==> config.mk <==
export PLATFORM = sky130hd
export DESIGN_NAME = mem_arbiter
export DESIGN_NICKNAME = d
export VERILOG_FILES = /design/src/rtl/mem_arb_pkg.sv /design/src/rtl/mem_arb_pick.sv /design/src/rtl/mem_arbiter.sv
export SDC_FILE = /design/constraint.sdc
export NUM_CORES = 1
export LEC_CHECK = 0
export ABC_AREA = 1
export ABC_CLOCK_PERIOD_IN_PS = 2770
export CORE_ASPECT_RATIO = 2
export CORE_MARGIN = 8
export CORE_UTILIZATION = 40
export CTS_BUF_LIST = sky130_fd_sc_hd__clkbuf_2
export CTS_CLUSTER_DIAMETER = 50
export CTS_CLUSTER_SIZE = 8
export DETAILED_ROUTE_END_ITERATION = 8
export PLACE_DENSITY = 0.95
export SKIP_LAST_GASP = 1
export SLEW_MARGIN = 10
export SYNTH_ARGS = -nofsm -noshare
export SYNTH_HDL_FRONTEND = slang
export SYNTH_SLANG_ARGS = --single-unit
export TNS_END_PERCENT = 5
==> constraint.sdc <==
create_clock -name clock -period 2.77 [get_ports clock]
set_input_delay 0.554 -clock clock [delete_from_list [all_inputs] [get_ports clock]]
set_output_delay 0.554 -clock clock [all_outputs]
set_load 0.1 [all_outputs]
==> src/rtl/mem_arb_pkg.sv <==
// mem_arb_pkg: shared state/owner encodings and access-size constants for mem_arbiter.
package mem_arb_pkg;
    typedef enum logic [1:0] {IDLE, REQ, WAIT} state_t;
    typedef enum logic [1:0] {NONE, FETCH, DATA} owner_t;
    localparam logic [1:0] SIZE_BYTE = 2'd0;
    localparam logic [1:0] SIZE_HALF = 2'd1;
    localparam logic [1:0] SIZE_WORD = 2'd2;
endpackage

==> src/rtl/mem_arb_pick.sv <==
// mem_arb_pick: fixed data priority with a starvation counter that forces a fetch win
// after STARVE_LIMIT consecutive data wins over a pending fetch.
module mem_arb_pick #(
    parameter int STARVE_LIMIT = 4
) (
    input  logic clock,
    input  logic reset_n,
    input  logic i_req,
    input  logic d_req,
    input  logic pick_en,
    output logic grant_fetch,
    output logic grant_data
);
    localparam int CW = $clog2(STARVE_LIMIT + 1);
    logic [CW-1:0] r_starve_cnt;
    logic          w_starved;
    assign w_starved   = r_starve_cnt == CW'(STARVE_LIMIT);
    assign grant_fetch = pick_en & i_req & (~d_req | w_starved);
    assign grant_data  = pick_en & d_req & ~(i_req & w_starved);
    // only data wins that actually bypass a waiting fetch count toward starvation
    always_ff @(posedge clock or negedge reset_n) begin
        if (!reset_n)
            r_starve_cnt <= '0;
        else if (grant_fetch)
            r_starve_cnt <= '0;
        else if (grant_data & i_req)
            r_starve_cnt <= r_starve_cnt + 1'b1;
    end
endmodule

==> src/rtl/mem_arbiter.sv <==
// mem_arbiter: shares one single-port memory between fetch and data ports,
// one outstanding transaction, back-to-back issue on the response cycle.
module mem_arbiter
    import mem_arb_pkg::*;
#(
    parameter int ADDR_W       = 32,
    parameter int DATA_W       = 32,
    parameter int STARVE_LIMIT = 4
) (
    input  logic              clock,
    input  logic              reset_n,
    input  logic              i_req,
    input  logic [ADDR_W-1:0] i_addr,
    output logic              i_gnt,
    output logic              i_rvalid,
    output logic [DATA_W-1:0] i_rdata,
    input  logic              d_req,
    input  logic              d_rw,
    input  logic [1:0]        d_size,
    input  logic [ADDR_W-1:0] d_addr,
    input  logic [DATA_W-1:0] d_wdata,
    output logic              d_gnt,
    output logic              d_rvalid,
    output logic [DATA_W-1:0] d_rdata,
    output logic              m_req,
    output logic              m_rw,
    output logic [1:0]        m_size,
    output logic [ADDR_W-1:0] m_addr,
    output logic [DATA_W-1:0] m_wdata,
    input  logic              m_gnt,
    input  logic              m_rvalid,
    input  logic [DATA_W-1:0] m_rdata,
    output logic              busy
);
    state_t r_state, w_next;
    owner_t r_owner;
    logic   w_done, w_pick_en, w_grant_fetch, w_grant_data, w_pick;
    assign w_done    = (r_state == WAIT) & m_rvalid;
    assign w_pick_en = (r_state == IDLE) | w_done;
    assign w_pick    = w_grant_fetch | w_grant_data;
    mem_arb_pick #(.STARVE_LIMIT(STARVE_LIMIT)) u_pick (
        .clock       (clock),
        .reset_n     (reset_n),
        .i_req       (i_req),
        .d_req       (d_req),
        .pick_en     (w_pick_en),
        .grant_fetch (w_grant_fetch),
        .grant_data  (w_grant_data)
    );
    always_ff @(posedge clock or negedge reset_n) begin
        if (!reset_n)
            r_state <= IDLE;
        else
            r_state <= w_next;
    end
    always_comb begin
        w_next = r_state;
        case (r_state)
            IDLE:    w_next = w_pick ? REQ : IDLE;
            REQ:     w_next = m_gnt ? WAIT : REQ;
            WAIT:    w_next = m_rvalid ? (w_pick ? REQ : IDLE) : WAIT;
            default: w_next = IDLE;
        endcase
    end
    // request fields are latched at the pick so they stay stable through REQ
    always_ff @(posedge clock or negedge reset_n) begin
        if (!reset_n) begin
            r_owner <= NONE;
            m_rw    <= 1'b0;
            m_size  <= SIZE_BYTE;
            m_addr  <= '0;
            m_wdata <= '0;
        end else if (w_pick) begin
            r_owner <= w_grant_data ? DATA : FETCH;
            m_rw    <= w_grant_data & d_rw;
            m_size  <= w_grant_data ? d_size : SIZE_WORD;
            m_addr  <= w_grant_data ? d_addr : i_addr;
            m_wdata <= w_grant_data ? d_wdata : '0;
        end else if (w_done) begin
            r_owner <= NONE;
        end
    end
    always_comb begin
        m_req    = r_state == REQ;
        busy     = r_state != IDLE;
        i_gnt    = (r_state == REQ) & m_gnt & (r_owner == FETCH);
        d_gnt    = (r_state == REQ) & m_gnt & (r_owner == DATA);
        i_rvalid = w_done & (r_owner == FETCH);
        d_rvalid = w_done & (r_owner == DATA);
        i_rdata  = m_rdata;
        d_rdata  = m_rdata;
    end
endmodule

### Word level (Yosys, flattened, before mapping)

Index checks and enable logic that the tools add are counted.

| word-level totals | value |
|---|---|
| bits in registers | 74 |
| input bits | 137 |

| cells by class | value |
|---|---|
| add/subtract/negate cells | 1 |
| eq/ne operators | 5 |
| muxes and demuxes | 12 |
| bitwise logic cells | 18 |
| reductions and logical operators | 4 |

Operator list:

| operator | number |
|---|---|
| 2-to-1 mux 32 bit | 2 |
| bitwise AND 1 bit | 13 |
| 2-to-1 mux 2 bit | 6 |
| 2-to-1 mux 3 bit | 2 |
| one-hot mux 2 bit (3 select lines) | 1 |
| nonzero test 2 bit | 3 |
| equality test 2 x 1 -> 1 bit, second input constant | 2 |
| equality test 2 bit, second input constant | 2 |
| adder 3 x 1 -> 3 bit, second input constant | 1 |
| equality test 3 bit, second input constant | 1 |
| OR 1 bit | 3 |
| logical NOT 2 bit | 1 |
| inverter 1 bit | 2 |
| 2-to-1 mux 1 bit | 1 |

### Logic depth before layout (Yosys ltp)

Gate-level depths: netlist of the first run.

| depth | value |
|---|---|
| word-level depth | 9 |
| mapped depth | 10 |
| gate-level depth less buffers | 9 |

### Cells and area by module

From an unflattened synthesis of the first run, not the netlist that was laid out.

| second synthesis, totals | value |
|---|---|
| cell total of the unflattened synthesis | 446 |
| area, all modules | 3632.2 um2 |

By module, submodules not included:

| module | times used | cells each | area each (um2) | sequential area each (um2) |
|---|---|---|---|---|
| mem_arbiter | 1 | 418 | 3428.3 | 1776.7 |
| mem_arb_pick | 1 | 28 | 203.9 | 75.1 |

### Least setup slack after synthesis of the first run

No wires, ideal clock.

| path | value |
|---|---|
| path kind | register to output |
| start point | reg r_state[1] |
| end point | out d_gnt |
| arrival | 4044 ps |
| data required time | 2216 ps |
| setup slack | -1828 ps |
| cell stages (with the launch flop) | 4 |
| path buffers | 0 |
| cell sequence | dfrtp_1 nor2_1 nand2_1 nor3_1 |

| on the way | value |
|---|---|
| longest elaborated chain between the ends | 3 |

RTL lines:

| element | RTL line | text |
|---|---|---|
| start, declared | mem_arbiter.sv:35 | `state_t r_state, w_next;` |
| start signal, assigned | mem_arbiter.sv:54 | `r_state <= w_next;` |
| equality test 2 x 1 -> 1 bit | - |  |
| via m_req | mem_arbiter.sv:25 | `output logic m_req,` |
| bitwise AND 1 bit (2 in series) | mem_arbiter.sv:87 | `d_gnt = (r_state == REQ) & m_gnt & (r_owner == DATA);` |
| end, declared | mem_arbiter.sv:22 | `output logic d_gnt,` |

The timed path passes the listed nets, and every way through them passes these cells.

### Final worst setup path of the first run

| path | value |
|---|---|
| start point | in m_rvalid |
| end point | out d_rvalid |

| on the way | value |
|---|---|
| longest elaborated chain between the ends | 2 |

RTL lines:

| element | RTL line | text |
|---|---|---|
| start, declared | mem_arbiter.sv:31 | `input logic m_rvalid,` |
| bitwise AND 1 bit | mem_arbiter.sv:38 | `assign w_done = (r_state == WAIT) & m_rvalid;` |
| bitwise AND 1 bit | mem_arbiter.sv:89 | `d_rvalid = w_done & (r_owner == DATA);` |
| end, declared | mem_arbiter.sv:23 | `output logic d_rvalid,` |

No other way between the ends.

==> results.py, run 1 <==
metrics = {
    "finish": {
        "nets": 782,
        "final_core_util_pct": 55.1,
        "drive_gt1_share_pct": 16.7,
        "final_common_cell": "nand2_1",
        "area_growth_pct": 36.4,
        "seqCellArea_um2": 1850,
        "fill_cells": 896,
        "layout_common_cells": "nand2_1 (204), clkdlybuf4s50_1 (103), buf_4 (74), dfrtp_1 (74), inv_1 (73)",
        "multiInputGateArea_um2": 1310,
        "diodes": 0,
    },
    "setup_path": {
        "crit_start": "m_rvalid",
        "critPathLaunchType": "input port",
        "path_class": "input port to output pin",
        "rr_worst_depth": 9,
        "worst_setup_path_end_kind": "output pin",
        "critical_path_peak_fanout": 5,
        "r2r_end": "m_wdata[31]",
        "path_cells": "clkdlybuf4s50_1 -> nand3_2 -> nor3_1 -> buf_12",
        "worst_path_max_delay_cell": "clkdlybuf4s50_1",
        "crit_required_ps": 2220,
        "r2r_slack_ps": 990,
        "cp.arrival_ps": 1860,
        "max_stage_delay_ps": 520,
        "worstReg2RegStart": "u_pick.r_starve_cnt[0]",
        "crit_end": "d_rvalid",
    },
    "sta": {
        "fin_hold_ws_ps": 147,
        "slew_viol_final": 0,
        "hold_viol": 0,
        "setup-tns-final_ps": 0,
        "setup_viol": 0,
        "clock_skew_ps": 24.2,
        "tightest_slew_ps": 931,
        "relSlewSlack_pct": 38.0,
        "min_period_over_period_pct": 87.3,
        "rsz0062_at_grt": "false",
        "layout_setup_ws_ps": 352,
        "max_freq_mhz": 414,
        "period_minus_slack_ps": 2420,
    },
    "detailed_routing": {
        "via_count": 3659,
        "vias_per_cell": 4.67,
        "finalWirelength_mm": 11.5,
        "routedWlPerCell_um": 14.7,
        "drtAntennaViolNets": 0,
        "dr.pass1.iters": 4,
        "drc_errors": 0,
        "drtIter0Drc": 135,
    },
    "die": {
        "die_w_um": 86.9,
        "initial_utilization_pct": 40.4,
        "die_area_um2": 13700,
        "ios": 274,
        "core_area_um2": 9950,
        "die_h_um": 158,
        "fp-row-count": 52,
    },
    "place": {
        "io_buffers": 177,
        "place_worst_setup_slack_ps": 385,
        "hpwl_mm": 8.91,
        "gp_congestion": 0.906,
    },
    "synthesis": {
        "syn-cell-area_um2": 4030,
        "ys_warn_count": 0,
        "syn_nets": 675,
        "netlist_instances": 536,
        "ys_seq_area_share_pct": 46.0,
        "postSynthAreaPerCell_um2": 7.51,
        "ys_types": 23,
        "ys_ff_latch": 74,
    },
    "clock_tree": {
        "cts_num_sinks": 74,
        "htree_levels": 3,
        "clock_latency_ps": 510,
        "cts_tree": "built",
        "clockBufferDepth": 2,
        "cts_hold_buffers": 0,
        "clk_pin_slew_ps": 220,
        "post-cts-setup-buffers": 0,
        "cts_root_buf": "clkbuf_2",
        "cts.repair.resized": 0,
        "numCtsBuffers": 9,
    },
    "run": {
        "maxCapViolCount": 0,
    },
    "run_status": {
        "status": "complete, no violations",
    },
    "grt": {
        "grt_pass1_vias": 3751,
        "antenna_found_initial": 0,
        "grt_overflow": 0,
        "grt_util_all_layers_pct": 17.3,
        "grt_max_degree": 75,
        "grt_pass1_wl_mm": 18.5,
    },
    "min_path": {
        "hold_path_class": "input port to async pin",
    },
}
==> worst max-delay path: cells and delay by family <==
family | cells | cell delay, ps
buffers and inverters | 2 | 750
AND/OR/NAND/NOR | 2 | 560
==> metrics by stage <==
| stage | instance area, um^2 | instances |
|---|---|---|
| after floorplan | 4040 | 536 |
| after global placement | 5300 | 767 |
| after detailed placement | 5300 | 767 |
| after CTS | 5490 | 783 |
| after global routing | 5490 | 783 |
| final | 5490 | 783 |
==> cell usage after synthesis, drive strengths merged <==
library cell	count	area, um^2
a21oi	2	13.8
a22oi	1	7.51
buf	83	586
clkbuf	3	11.3
dfrtp	74	1850
ha	2	25.0
inv	77	289
nand2	207	795
nand3	71	360
nor2	4	15.0
nor3	4	20.0
o21ai	5	28.8
o31ai	1	7.51
or2	1	6.26
xor2	1	8.76
==> layer usage <==
metal / up-vias / wire length (um) / GRT usage (%) / share of wire [%]
met5: - / 0 / 0 / 0
met4: 0 / 484 / 10.2 / 4.2
met3: 42 / 1490 / 8.48 / 13
met2: 231 / 4850 / 24.8 / 42
met1: 1622 / 4690 / 20.4 / 41
li1: 1764 / - / - / -
==> area by class of cell <==
class | instances | area share [%]
Timing Repair Buffer | 182 | 30.7
Sequential cell | 74 | 33.7
Tap cell | 135 | 3.08
Clock buffer | 9 | 0.821
Multi-Input combinational cell | 299 | 23.8
Clock inverter | 7 | 2.55
Inverter | 77 | 5.27
==> registers in the layout (all words and copies together), names as in the netlist <==
| register | flops |
|---|---|
| m_addr | 32 |
| m_wdata | 32 |
| u_pick.r_starve_cnt | 3 |
| m_size | 2 |
| r_owner | 2 |
| r_state | 2 |
| m_rw | 1 |
==> cell families (layout without fill, tap and decap cells) <==
kind of cell / count (synthesis) / after routing / synth area share, %
simple gates: 287 / 287 / 29.7
xor+xnor: 1 / 1 / 0.218
fa+ha+maj: 2 / 2 / 0.622
flops: 74 / 74 / 46.0
compound gates: 9 / 9 / 1.43
buf+inv: 163 / 275 / 22.0
==> how the worst min path moves through the flow <==
stage and end:
2_1_floorplan m_addr[0], 3_3_place_gp m_wdata[29], 3_5_place_dp m_addr[27], 4_1_cts m_addr[28]
5_1_grt m_addr[30], 6_report m_addr[25]
Power of run 1 is not shown: default switching activity piles up to over one toggle a cycle in this logic, so the estimate is an artifact.
==> inputs of run 2 (changes only) <==
Settings changed: SKIP_LAST_GASP 1 to default.
==> results of run 2 <==
No change in the layout: final DEF, timing and power equal those of run 1.
Power of run 2 is left out for the same reason.
==> inputs of run 3 (changes only) <==
Settings changed: CTS_CLUSTER_DIAMETER 50 to default.
==> results of run 3 <==
No change in the layout: final DEF, timing and power equal those of run 1.
Power of run 3 is left out for the same reason.
